==> src/rtl/cpu6_lsu_pkg.sv <==
// cpu6_lsu_pkg
// Shared types and constants for the cpu6 load/store sequencing controller.
//   lsu_state_t      : 2-bit FSM state encoding (IDLE=0, REQ=1, WAIT_RSP=2, DONE=3)
//   LSU_TIMEOUT_CYC  : default response timeout in WAIT_RSP cycles
//   LSU_TIMER_W      : width of the response watchdog counter
//   word_aligned()   : true when an address points at a 32-bit word boundary
package cpu6_lsu_pkg;

  typedef enum logic [1:0] {
    ST_IDLE     = 2'd0,
    ST_REQ      = 2'd1,
    ST_WAIT_RSP = 2'd2,
    ST_DONE     = 2'd3
  } lsu_state_t;

  localparam int LSU_TIMEOUT_CYC = 255;
  localparam int LSU_TIMER_W     = 16;

  function automatic logic word_aligned(input logic [31:0] addr);
    return (addr[1:0] == 2'b00);
  endfunction

endpackage

==> src/rtl/cpu6_lsu_wdog.sv <==
// cpu6_lsu_wdog
// 16-bit saturating cycle counter used as the bus response watchdog.
//   clk     : clock, rising edge
//   reset   : synchronous active-high reset, clears the count
//   clr     : synchronous clear (takes priority over en)
//   en      : count this cycle
//   limit   : count value at which the watchdog expires
//   expired : combinational; high in the enabled cycle whose count reaches limit
module cpu6_lsu_wdog
  import cpu6_lsu_pkg::*;
(
  input  logic                   clk,
  input  logic                   reset,
  input  logic                   clr,
  input  logic                   en,
  input  logic [LSU_TIMER_W-1:0] limit,
  output logic                   expired
);

  logic [LSU_TIMER_W-1:0] cnt;
  logic [LSU_TIMER_W-1:0] cnt_inc;

  // Saturate at all-ones so a very long wait never wraps back to a small value.
  assign cnt_inc = (cnt == {LSU_TIMER_W{1'b1}}) ? cnt : cnt + 1'b1;

  always_ff @(posedge clk) begin
    if (reset) begin
      cnt <= '0;
    end else if (clr) begin
      cnt <= '0;
    end else if (en) begin
      cnt <= cnt_inc;
    end
  end

  // The current enabled cycle is included in the count, so with limit = N the
  // watchdog fires in the N-th enabled cycle after a clear.
  assign expired = en && (cnt_inc == limit);

endmodule

==> src/rtl/cpu6_lsu_ctl.sv <==
// cpu6_lsu_ctl
// MEM-stage load/store sequencer for the cpu6 pipeline. Turns a decoded lw/sw
// into one word transaction on the data bus, stalls the pipeline until it
// finishes, and reports misaligned accesses and response timeouts.
//
// Ports
//   clk, reset                 : clock and synchronous active-high reset
//   mem_rd, mem_wr             : MEM-stage lw / sw (read wins if both are high)
//   mem_addr, mem_wdata        : effective address and store data
//   flush                      : kill the MEM-stage instruction
//   stall                      : hold IF..MEM (combinational in IDLE)
//   ld_valid, ld_data          : one-cycle load result for WB
//   misalign                   : one-cycle pulse for a non-word-aligned op
//   bus_err                    : one-cycle pulse for a response timeout
//   req_valid/ready/we/addr/wdata : bus request channel
//   rsp_valid, rsp_rdata       : bus response (no back-pressure)
//   dbg_state                  : current FSM state (lsu_state_t encoding)
//
// Request handshake: a transfer happens on a rising edge where req_valid and
// req_ready are both high. Once req_valid rises it stays high, and req_we,
// req_addr and req_wdata stay constant, until that transfer happens; req_ready
// may depend on req_valid. The response channel has no ready: rsp_valid is
// taken in the WAIT_RSP cycle it appears and ignored in every other state.
module cpu6_lsu_ctl
  import cpu6_lsu_pkg::*;
#(
  parameter int TIMEOUT_CYC = LSU_TIMEOUT_CYC
) (
  input  logic        clk,
  input  logic        reset,
  input  logic        mem_rd,
  input  logic        mem_wr,
  input  logic [31:0] mem_addr,
  input  logic [31:0] mem_wdata,
  input  logic        flush,
  output logic        stall,
  output logic        ld_valid,
  output logic [31:0] ld_data,
  output logic        misalign,
  output logic        bus_err,
  output logic        req_valid,
  input  logic        req_ready,
  output logic        req_we,
  output logic [31:0] req_addr,
  output logic [31:0] req_wdata,
  input  logic        rsp_valid,
  input  logic [31:0] rsp_rdata,
  output logic [1:0]  dbg_state
);

  localparam logic [LSU_TIMER_W-1:0] TIMEOUT_LIM = LSU_TIMER_W'(TIMEOUT_CYC);

  lsu_state_t state;
  lsu_state_t next_state;

  logic op;
  logic aligned;
  logic start;
  logic kill_q;
  logic err_q;
  logic wd_clr;
  logic wd_en;
  logic wd_expired;

  assign op      = mem_rd | mem_wr;
  assign aligned = word_aligned(mem_addr);
  // A killed op in IDLE is dropped entirely: no request, no misalign report.
  assign start   = (state == ST_IDLE) && op && !flush && aligned;

  // Timer restarts on acceptance and only runs while waiting for the response.
  assign wd_clr = (state == ST_REQ) && req_ready;
  assign wd_en  = (state == ST_WAIT_RSP);

  cpu6_lsu_wdog u_wdog (
    .clk     (clk),
    .reset   (reset),
    .clr     (wd_clr),
    .en      (wd_en),
    .limit   (TIMEOUT_LIM),
    .expired (wd_expired)
  );

  // State register
  always_ff @(posedge clk) begin
    if (reset) begin
      state <= ST_IDLE;
    end else begin
      state <= next_state;
    end
  end

  // Next-state logic
  always_comb begin
    next_state = state;
    case (state)
      ST_IDLE:     if (start) next_state = ST_REQ;
      ST_REQ:      if (req_ready) next_state = ST_WAIT_RSP;
      ST_WAIT_RSP: if (rsp_valid || wd_expired) next_state = ST_DONE;
      // DONE always returns to IDLE so the retiring instruction is never
      // re-evaluated; the next op is looked at fresh in IDLE.
      ST_DONE:     next_state = ST_IDLE;
      default:     next_state = ST_IDLE;
    endcase
  end

  // Output decode
  always_comb begin
    req_valid = (state == ST_REQ);
    stall     = 1'b0;
    case (state)
      ST_IDLE:     stall = start;
      ST_REQ:      stall = 1'b1;
      ST_WAIT_RSP: stall = 1'b1;
      ST_DONE:     stall = 1'b0;
      default:     stall = 1'b0;
    endcase
    misalign  = (state == ST_IDLE) && op && !flush && !aligned;
    ld_valid  = (state == ST_DONE) && !req_we && !kill_q && !err_q;
    bus_err   = (state == ST_DONE) && err_q && !kill_q;
    dbg_state = state;
  end

  // Request registers: captured once when the op is taken, then frozen
  // through REQ so the bus sees a stable request until it accepts.
  always_ff @(posedge clk) begin
    if (reset) begin
      req_we    <= 1'b0;
      req_addr  <= '0;
      req_wdata <= '0;
    end else if (start) begin
      req_we    <= !mem_rd;
      req_addr  <= mem_addr;
      req_wdata <= mem_wdata;
    end
  end

  // Response capture
  always_ff @(posedge clk) begin
    if (reset) begin
      ld_data <= '0;
    end else if ((state == ST_WAIT_RSP) && rsp_valid) begin
      ld_data <= rsp_rdata;
    end
  end

  // Kill and error flags live for one access; DONE always leads into IDLE,
  // so clearing them in DONE clears them on entry to IDLE. A flush never
  // aborts the bus transaction, it only hides the result.
  always_ff @(posedge clk) begin
    if (reset) begin
      kill_q <= 1'b0;
      err_q  <= 1'b0;
    end else if (state == ST_DONE) begin
      kill_q <= 1'b0;
      err_q  <= 1'b0;
    end else begin
      if (((state == ST_REQ) || (state == ST_WAIT_RSP)) && flush) begin
        kill_q <= 1'b1;
      end
      // A response arriving in the expiry cycle wins over the timeout.
      if ((state == ST_WAIT_RSP) && !rsp_valid && wd_expired) begin
        err_q <= 1'b1;
      end
    end
  end

endmodule

==> config.mk <==
export PLATFORM = sky130hd
export DESIGN_NAME = cpu6_lsu_ctl
export DESIGN_NICKNAME = d
export VERILOG_FILES = /design/src/rtl/cpu6_lsu_pkg.sv /design/src/rtl/cpu6_lsu_wdog.sv /design/src/rtl/cpu6_lsu_ctl.sv
export SDC_FILE = /design/constraint.sdc
export NUM_CORES = 1
export LEC_CHECK = 0
export ABC_CLOCK_PERIOD_IN_PS = 4000
export CORE_ASPECT_RATIO = 0.8
export CORE_MARGIN = 2
export CORE_UTILIZATION = 45
export DETAILED_ROUTE_END_ITERATION = 16
export GPL_TIMING_DRIVEN = 0
export PLACE_DENSITY = 0.95
export SYNTH_ARGS = -nofsm -noshare
export SYNTH_HDL_FRONTEND = slang
export SYNTH_SLANG_ARGS = --single-unit
==> constraint.sdc <==
create_clock -name clk -period 4 [get_ports clk]
set_input_delay 1 -clock clk [delete_from_list [all_inputs] [get_ports clk]]
set_output_delay 1 -clock clk [all_outputs]
set_load 0.02 [all_outputs]
==> results of run 1 <==
path summary, 6_finish.rpt:
path / to / cells after the start / slack (ps)
min: ld_data[2] / 2 / 450
max: stall / 7 / 100
min reg2reg: ld_data[2] / 2 / 450
max reg2reg: dbg_state[0] / 7 / 1320
report_power, final:
group	leakage (nW)	switching (W)	internal, W
logic	1.36	0.000290	0.000271
clock network	0.295	0.000564	0.00106
registers	0.946	0.0000370	0.00122
synthesized netlist by cell type (all sizes together), types with 3 or more instances:
cell type	count
o21ai	3
nor2	22
nand3	3
nor3b	3
mux2i	3
ha	6
a21oi	98
clkbuf	30
nand4	7
buf	6
dfxtp	117
inv	6
xor2	9
nor3	9
a211oi	4
xnor2	3
nor4	3
nand2	204
metal layers:
metal | GRT usage, % | part of all wire (%) | wire [µm]
met1 | 28.7 | 37 | 5660
met2 | 50.8 | 50 | 7610
met3 | 10.3 | 11 | 1600
met4 | 11.9 | 2.0 | 299
met5 | 0 | 0 | 0
registers in the layout, summed over array words and instances, names as in the netlist:
register,flops
kill_q,1
err_q,1
req_addr,32
dbg_state,2
ld_data,32
req_wdata,32
u_wdog.cnt,16
req_we,1
metrics by stage:
step	setup slack, ps	setup TNS [ps]	utilization [%]	cells
final	96.5	0	76.4	936
after detailed placement	-331	-331	69.7	904
after global routing	16.7	0	76.4	936
after global placement	-299	-299	69.7	904
after floorplan	1050	0	-	562
after CTS	66.4	0	76.4	936
worst min-delay path, cell delays in order (launching register included):
cell and delay (ps):
dfxtp_1 310, nand2_1 50, a21oi_1 50
kinds of logic (layout without fill, tap and decap cells):
kind of cell / after synthesis / in the layout / share of synthesized area [%]
AO/OA/AOI/OAI: 115 / 115 / 13.8
XOR/XNOR: 12 / 12 / 2.31
adder cells (fa/ha/maj): 6 / 6 / 1.65
buffers and inverters: 42 / 280 / 4.18
flip-flops: 117 / 117 / 51.5
multiplexers: 5 / 5 / 1.15
AND/OR/NAND/NOR: 265 / 265 / 25.4
layout make-up:
cell class                      instances  area, µm²  area share [%]
Multi-Input combinational cell        403       2020            27.2
Sequential cell                       117       2340            31.5
Inverter                                6       22.5           0.303
Tap cell                              136        170            2.29
Clock inverter                         14        201            2.71
Clock buffer                           18        439            5.91
Timing Repair Buffer                  206       2060            27.7
Buffer                                 36        171            2.31
repair_timing:
action                     in CTS  in global routing
hold buffers                    0                  0
resized for setup               3                  1
setup endpoints to repair       1                  1
==> impl_metrics.py, run 1 <==
metrics = {
    "place": {
        "dpl_cell_area_um2": 6780,
        "port_buffers": 206,
        "dp_hpwl_mm": 10.9,
        "gp_congestion": 0.905,
    },
    "drt": {
        "vias_per_cell": 5.15,
        "ant_nets": 0,
        "finalWirelength_mm": 15.2,
        "drt_iter0_drc": 307,
        "vias": 4819,
        "wl_per_cell_um": 16.2,
        "dr.pass1.iters": 5,
        "remaining_drc_errors": 0,
    },
    "die": {
        "core_area_um2": 9730,
        "fp-row-count": 32,
        "initial_core_util_pct": 46.8,
        "die_w_um": 116,
        "die_h_um": 94.0,
        "die-area_um2": 10900,
        "ios": 207,
    },
    "global_route": {
        "grt_pass1_wl_mm": 23.6,
        "grt_max_degree": 17,
        "antenna_found_initial": 0,
        "grt_pass1_vias": 4884,
        "grt.total_usage_pct": 27.9,
        "gr-total-overflow": 0,
    },
    "clock_network": {
        "cts_setup_buffers": 0,
        "clockBufferDepth": 2,
        "clk_latency_ps": 410,
        "cts_sinks": 117,
        "htree_levels": 4,
        "clk_pin_slew_worst_paths_ps": 60,
        "cts_buffers": 17,
        "root_buffer": "clkbuf_16",
        "cts_tree": "yes",
    },
    "layout": {
        "mostFrequentLayoutCells": "206 x clkdlybuf4s50_1, 204 x nand2_1, 117 x dfxtp_1",
        "layout-drive-gt1-share_pct": 6.38,
        "num-nets-final": 896,
        "nFillCells": 654,
        "n_antenna_cell": 0,
        "syn_to_final_growth_pct": 63.3,
        "final_cell_area_um2": 7430,
        "final_common_cell": "clkdlybuf4s50_1",
    },
    "synthesis": {
        "synth_top_area_share_pct": 51.5,
        "synth-edff-count": 0,
        "syn-num-nets": 671,
        "seq_area_frac_synth_pct": 51.5,
        "async_flop_share_pct": 0,
        "ys.flop_type": "dfxtp_1",
        "yosysUniqueCellTypes": 47,
        "synth_seq_cells": 117,
        "yosys.area.top_type": "dfxtp_1",
        "postSynthCellCount": 562,
        "avgSynthCellArea_um2": 8.10,
        "synth_area_um2": 4550,
        "synth.area.top_cells": "dfxtp_1 51%, nand2_1 17%, a21oi_1 11%, clkbuf_1 2.3%, nor2_1 1.8%",
        "yosys_warnings": 0,
    },
    "job": {
        "drv_cap": 0,
    },
    "timing": {
        "tightest_slew_ps": 704,
        "finalCritPeriodShare_pct": 97.6,
        "grt_setup_unrepaired": "false",
        "max-slew-margin-rel_pct": 52.4,
        "finalHoldViolCount": 0,
        "final_max_slew_viol_count": 0,
        "fin_crit_ps": 3900,
        "holdWs_ps": 453,
        "setup_violations": 0,
        "clock_skew_ps": 9.45,
        "fmax_mhz": 256,
    },
    "worst_setup_path": {
        "cp_slowest_stage_delay_ps": 600,
        "crit_top_cell": "clkdlybuf4s50_1",
        "arrival_ps": 2900,
        "path_cells": "clkdlybuf4s50_1, inv_1, o211ai_1, nor3_2, buf_4, mux2_2, clkdlybuf4s50_1",
        "required_ps": 3000,
        "worst-path-buf-inv": 4,
        "cp_max_fo": 10,
        "cp-end-kind": "output pin",
        "crit_start": "flush",
        "path_class": "input pin to output pin",
        "startpoint_type": "input pin",
        "critPathTopFamily": "buffers and inverters",
        "timing.rr.start": "u_wdog.cnt[2]",
        "crit_slowest_cell": "clkdlybuf4s50_1",
    },
    "power_and_ir_drop": {
        "finalPower_w": 0.00345,
        "powerDensity_nw_per_um2": 464,
        "p_leak_nw": 2.60,
        "ir_drop_uv": 327,
    },
    "status": {
        "status": "complete, no violations",
    },
    "min_path": {
        "worstHoldStart": "ld_data[2]",
        "min_path_type": "flip-flop to flip-flop",
    },
}
Power figures use the tool's default switching activity.
==> run 2: changes to the inputs <==
Settings changed: CAP_MARGIN set to 20, CORE_UTILIZATION 45 to 46, SYNTH_HIERARCHICAL set to 1.
==> run 2 against run 1 <==
Clock skew barely moved. Largest power group unchanged. Highest routed layer unchanged. Wire length rose by 12%. Sequential power barely moved. Synthesized area rose by 10%. Final cell count rose by 12%. Clock power fell by 2%. Hold slack barely moved. Critical endpoint unchanged. Sequential share of layout area fell by 2.2 points. Synthesized cell count rose by 13%.
==> impl_metrics.py, run 2 <==
metrics = {
    "layout": {
        "layout-drive-gt1-share_pct": 7.52,
        "layout.cells.non_filler": 1048,
        "syn_to_final_growth_pct": 59.4,
        "largestRegisters": "ld_data x32, req_addr x32, req_wdata x32",
        "final_common_cell": "clkdlybuf4s50_1",
        "register_area_um2": 2340,
        "n_antenna_cell": 0,
        "final_core_util_pct": 74.3,
        "num-nets-final": 1000,
        "multi_input_area_um2": 2560,
        "mostFrequentLayoutCells": "206 x clkdlybuf4s50_1, 201 x nand2_1, 117 x dfxtp_1",
        "nFillCells": 695,
    },
    "job": {
        "drv_cap": 0,
    },
    "clock_network": {
        "htree_levels": 4,
        "cts_tree": "yes",
        "clk_latency_ps": 420,
        "cts_buffers": 17,
        "cts.repair.resized": 0,
        "clk_pin_slew_worst_paths_ps": 50,
        "cts_sinks": 117,
        "ctsHoldBuffers": 0,
        "cts_setup_buffers": 0,
        "root_buffer": "clkbuf_16",
        "clockBufferDepth": 2,
    },
    "worst_setup_path": {
        "cp_max_fo": 10,
        "r2r_setup_slack_ps": 670,
        "startpoint_type": "input pin",
        "crit_start": "mem_rd",
        "arrival_ps": 2930,
        "required_ps": 3000,
        "reg2reg_depth": 11,
        "path_class": "input pin to output pin",
        "r2r_end": "dbg_state[0]",
        "cp-end-kind": "output pin",
        "timing.rr.start": "u_wdog/cnt[1]",
    },
    "drt": {
        "ant_nets": 0,
        "wl_per_cell_um": 16.2,
        "finalWirelength_mm": 17.0,
        "vias": 5421,
        "vias_per_cell": 5.17,
        "dr.pass1.iters": 5,
        "drt_iter0_drc": 292,
        "remaining_drc_errors": 0,
    },
    "place": {
        "gp_congestion": 0.889,
        "dp_hpwl_mm": 11.8,
        "port_buffers": 206,
        "dp.cells": 1016,
    },
    "die": {
        "core_area_um2": 10800,
        "die-area_um2": 11800,
        "fp-row-count": 34,
        "die_h_um": 97.4,
        "die_w_um": 121,
        "ios": 207,
        "initial_core_util_pct": 46.6,
    },
    "synthesis": {
        "synth-edff-count": 0,
        "synth_top_area_share_pct": 46.7,
        "yosys_warnings": 6,
        "synth_area_um2": 5010,
        "ys.flop_type": "dfxtp_1",
        "postSynthCellCount": 634,
        "synth_seq_cells": 117,
        "seq_area_frac_synth_pct": 46.7,
        "async_flop_share_pct": 0,
        "avgSynthCellArea_um2": 7.91,
        "synth_most_common_cell": "nand2_1",
        "yosysUniqueCellTypes": 54,
        "yosys.area.top_type": "dfxtp_1",
        "synth_common_cells": "201 x nand2_1, 117 x dfxtp_1, 112 x a21oi_1",
        "synth.area.top_cells": "dfxtp_1 47%, nand2_1 15%, a21oi_1 11%, xnor2_1 2.3%, buf_2 2.1%",
    },
    "min_path": {
        "min_path_cells": 2,
        "min_path_type": "flip-flop to flip-flop",
        "worstHoldStart": "req_wdata[2]",
        "hold_end": "req_wdata[2]",
    },
    "timing": {
        "tightest_slew_ps": 672,
        "holdWs_ps": 453,
        "grt_setup_unrepaired": "false",
        "finalHoldViolCount": 0,
        "fin_crit_ps": 3930,
        "fin_tns_setup_ps": 0,
        "setup_violations": 0,
        "fmax_mhz": 255,
        "finalCritPeriodShare_pct": 98.2,
        "final_max_slew_viol_count": 0,
        "max-slew-margin-rel_pct": 54.9,
        "clock_skew_ps": 9.00,
    },
    "power_and_ir_drop": {
        "p_leak_nw": 2.90,
        "ir_drop_uv": 359,
        "powerDensity_nw_per_um2": 449,
        "finalPower_w": 0.00359,
    },
    "global_route": {
        "antenna_found_initial": 0,
        "gr-total-overflow": 0,
        "grt_pass1_wl_mm": 27.4,
        "grt.total_usage_pct": 29.9,
        "grt_pass1_vias": 5495,
        "grt_max_degree": 17,
    },
    "status": {
        "status": "complete, no violations",
    },
}
[run 2: cell types whose count changed in the layout (fill, tap and decap cells not counted), moves of 8 or more]
cell / change
buf_2: +21
clkbuf_1: -8
o21ai_0: +10
conb_1: +34
xnor2_1: +10
nand3_1: +9
a21oi_1: +14
[run 2: through the flow]
step / setup slack (ps) / cell area (µm²)
finish: 72.2 / 7990
detailed placement: 88.0 / 7380
global placement: 122 / 7380
floorplan: 1140 / 5130
CTS: 76.5 / 7990
global route: 69.6 / 7990
[run 2: logic make-up after synthesis]
group | synth area share (%)
simple gates | 26.7
compound gates | 15.0
flops | 46.7
buf+inv | 4.72
xor+xnor | 4.17
fa+ha+maj | 1.50
mux | 1.05
other cells | 0.150
[run 2: layer usage]
metal	vias to the layer above	track usage, %	routed length, µm	share of wire, %
met5	-	0	0	0
met4	0	12.3	534	3.1
met3	52	9.51	1360	8.0
met2	259	51.5	8440	50
met1	2502	34.0	6690	39
li1	2608	-	-	-
[run 2: worst max-delay path, stage by stage]
cell and delay [ps]:
clkdlybuf4s50_1 460, nor2_1 170, and4bb_2 290, buf_4 190, mux2_2 270, clkdlybuf4s50_1 540
[run 2: final cells by class]
| class | instances | area share [%] |
|---|---|---|
| sequential | 117 | 29.3 |
| buffer | 42 | 2.49 |
| inverter | 10 | 0.470 |
| timing repair buffer | 206 | 25.8 |
| clock buffer | 20 | 5.46 |
| multi-input combinational | 497 | 32.0 |
| clock inverter | 12 | 2.24 |
| tap | 144 | 2.25 |
[run 2: how the worst max path moves through the flow]
stage	slack, ps	cells past startpoint	end
floorplan	1140	4	stall
global placement	120	6	stall
detailed placement	90	6	stall
CTS	80	6	stall
global route	70	6	stall
finish	70	6	stall
[run 2: where the power goes]
| part | switching (W) | internal, W | total (W) | leakage, nW |
|---|---|---|---|---|
| Sequential | 0.0000497 | 0.00124 | 0.00129 | 0.946 |
| Combinational | 0.000377 | 0.000330 | 0.000707 | 1.66 |
| Clock | 0.000553 | 0.00104 | 0.00159 | 0.291 |
| Total | 0.000979 | 0.00261 | 0.00359 | 2.90 |
==> run 3: changes to the inputs <==
Settings changed: CORE_UTILIZATION 46 to 45, SETUP_SLACK_MARGIN set to 0.15, SYNTH_HIERARCHICAL 1 to unset.
==> run 3 against run 2 <==
Sequential cell count stayed put. Setup slack gained 430 ps. Non-clock buffer count shrank 5. Largest cell class is now flip-flops and latches. Via count is 11% lower. Global-route usage fell by 1.9 points. Critical path depth unchanged. Maximum frequency rose by 12%. Hold slack gained 0.79 ps. Final cell count is 11% lower. Clock skew decreased by 2.8 ps.
==> impl_metrics.py, run 3 (synthesized netlist as in run 1, its figures left out) <==
metrics = {
    "worst_setup_path": {
        "crit_slowest_cell": "clkdlybuf4s50_1",
        "cp_slowest_stage_delay_ps": 450,
        "path_cells": "clkdlybuf4s50_1, o211ai_1, nor3_2, clkbuf_8, mux2_2, dlymetal6s2s_1",
        "cp_max_fo": 10,
        "path_class": "input pin to output pin",
        "cp-end-kind": "output pin",
        "required_ps": 3000,
        "arrival_ps": 2500,
        "startpoint_type": "input pin",
    },
    "timing": {
        "grt_setup_unrepaired": "false",
        "finalHoldViolCount": 0,
        "final_max_slew_viol_count": 0,
        "tightest_slew_ps": 709,
        "max-slew-margin-rel_pct": 52.1,
        "fin_crit_ps": 3500,
        "setup_violations": 0,
        "fmax_mhz": 285,
        "finalCritPeriodShare_pct": 87.6,
        "clock_skew_ps": 6.19,
        "fin_tns_setup_ps": 0,
    },
    "place": {
        "gp_congestion": 0.905,
        "port_buffers": 206,
        "dp_hpwl_mm": 10.9,
    },
    "drt": {
        "remaining_drc_errors": 0,
        "vias_per_cell": 5.13,
        "routed.top_layer": "met4",
        "dr.pass1.iters": 5,
        "met1_length_mm": 5.56,
        "wl_per_cell_um": 16.1,
        "finalWirelength_mm": 15.1,
        "vias": 4811,
        "drt_iter0_drc": 305,
        "wl_met3_mm": 1.63,
        "ant_nets": 0,
        "wl_met2_mm": 7.56,
    },
    "clock_network": {
        "cts_buffers": 17,
        "clockBufferDepth": 2,
        "htree_levels": 4,
        "ctsHoldBuffers": 0,
        "clk_latency_ps": 410,
        "root_buffer": "clkbuf_16",
        "cts_tree": "yes",
        "cts_sinks": 117,
        "clk_pin_slew_worst_paths_ps": 60,
    },
    "power_and_ir_drop": {
        "finalPower_w": 0.00345,
        "powerDensity_nw_per_um2": 463,
        "ir_drop_uv": 327,
        "p_leak_nw": 2.62,
    },
    "layout": {
        "final_common_cell": "clkdlybuf4s50_1",
        "layout-drive-gt1-share_pct": 6.49,
        "largestRegisters": "ld_data x32, req_addr x32, req_wdata x32",
        "syn_to_final_growth_pct": 63.7,
        "n_antenna_cell": 0,
        "mostFrequentLayoutCells": "205 x clkdlybuf4s50_1, 204 x nand2_1, 117 x dfxtp_1",
        "final_core_util_pct": 76.6,
        "num-nets-final": 897,
    },
    "die": {
        "ios": 207,
        "die_w_um": 116,
        "die-area_um2": 10900,
        "core_area_um2": 9730,
        "die_h_um": 94.0,
        "initial_core_util_pct": 46.8,
        "fp-row-count": 32,
    },
    "job": {
        "drv_cap": 0,
    },
    "global_route": {
        "antenna_found_initial": 0,
        "grt_pass1_wl_mm": 23.6,
        "grt.total_usage_pct": 28.0,
        "gr-total-overflow": 0,
        "grt_pass1_vias": 4896,
        "grt_max_degree": 17,
    },
    "min_path": {
        "min_path_type": "flip-flop to flip-flop",
    },
    "status": {
        "status": "complete, no violations",
    },
}
run 3: per-layer routing:
metal / vias up / GRT usage [%]
met5: - / 0
li1: 2320 / -
met3: 40 / 10.3
met4: 0 / 12.5
met2: 233 / 50.6
met1: 2218 / 28.6
run 3: critical path: cells and delay by family:
| family | cells | cell delay [ps] |
|---|---|---|
| buffers and inverters | 3 | 840 |
| AO/OA/AOI/OAI | 1 | 300 |
| multiplexers | 1 | 260 |
| AND/OR/NAND/NOR | 1 | 100 |
run 3: cell type report:
type / count / area (µm²)
clock inverters: 14 / 201
inverters: 6 / 22.5
clock buffers: 18 / 439
well taps: 136 / 170
repair buffers: 207 / 2070
fillers: 650 / 2280
plain buffers: 36 / 178
multi-input cells: 403 / 2020
flip-flops and latches: 117 / 2340
run 3: power breakdown:
| group | total (W) | internal (W) | switching (W) |
|---|---|---|---|
| Clock | 0.00163 | 0.00106 | 0.000563 |
| Combinational | 0.000562 | 0.000272 | 0.000289 |
| Sequential | 0.00126 | 0.00122 | 0.0000369 |
run 3: final timing paths:
check        depth (start not counted)  slack, ps      endpoint           from
max                                  6        500         stall         mem_rd
min                                  2        450    ld_data[2]     ld_data[2]
min reg2reg                          2        450    ld_data[2]     ld_data[2]
max reg2reg                          7       1330  dbg_state[0]  u_wdog.cnt[2]
run 3: per-stage QoR:
stage / std cells / instance area [µm²] / hold slack, ps / setup slack (ps)
detailed placement: 904 / 6780 / 446 / -331
global placement: 904 / 6780 / 442 / -299
CTS: 937 / 7450 / 454 / 163
global route: 937 / 7450 / 471 / 455
floorplan: 562 / 4550 / 467 / 1050
finish: 937 / 7450 / 454 / 497
run 3: timing repair:
action / 4_1_cts / 5_1_grt
resized for setup: 4 / 1
buffers inserted: 1 / 0
endpoints found under the setup margin: 1 / 1
pin swaps: 1 / 0
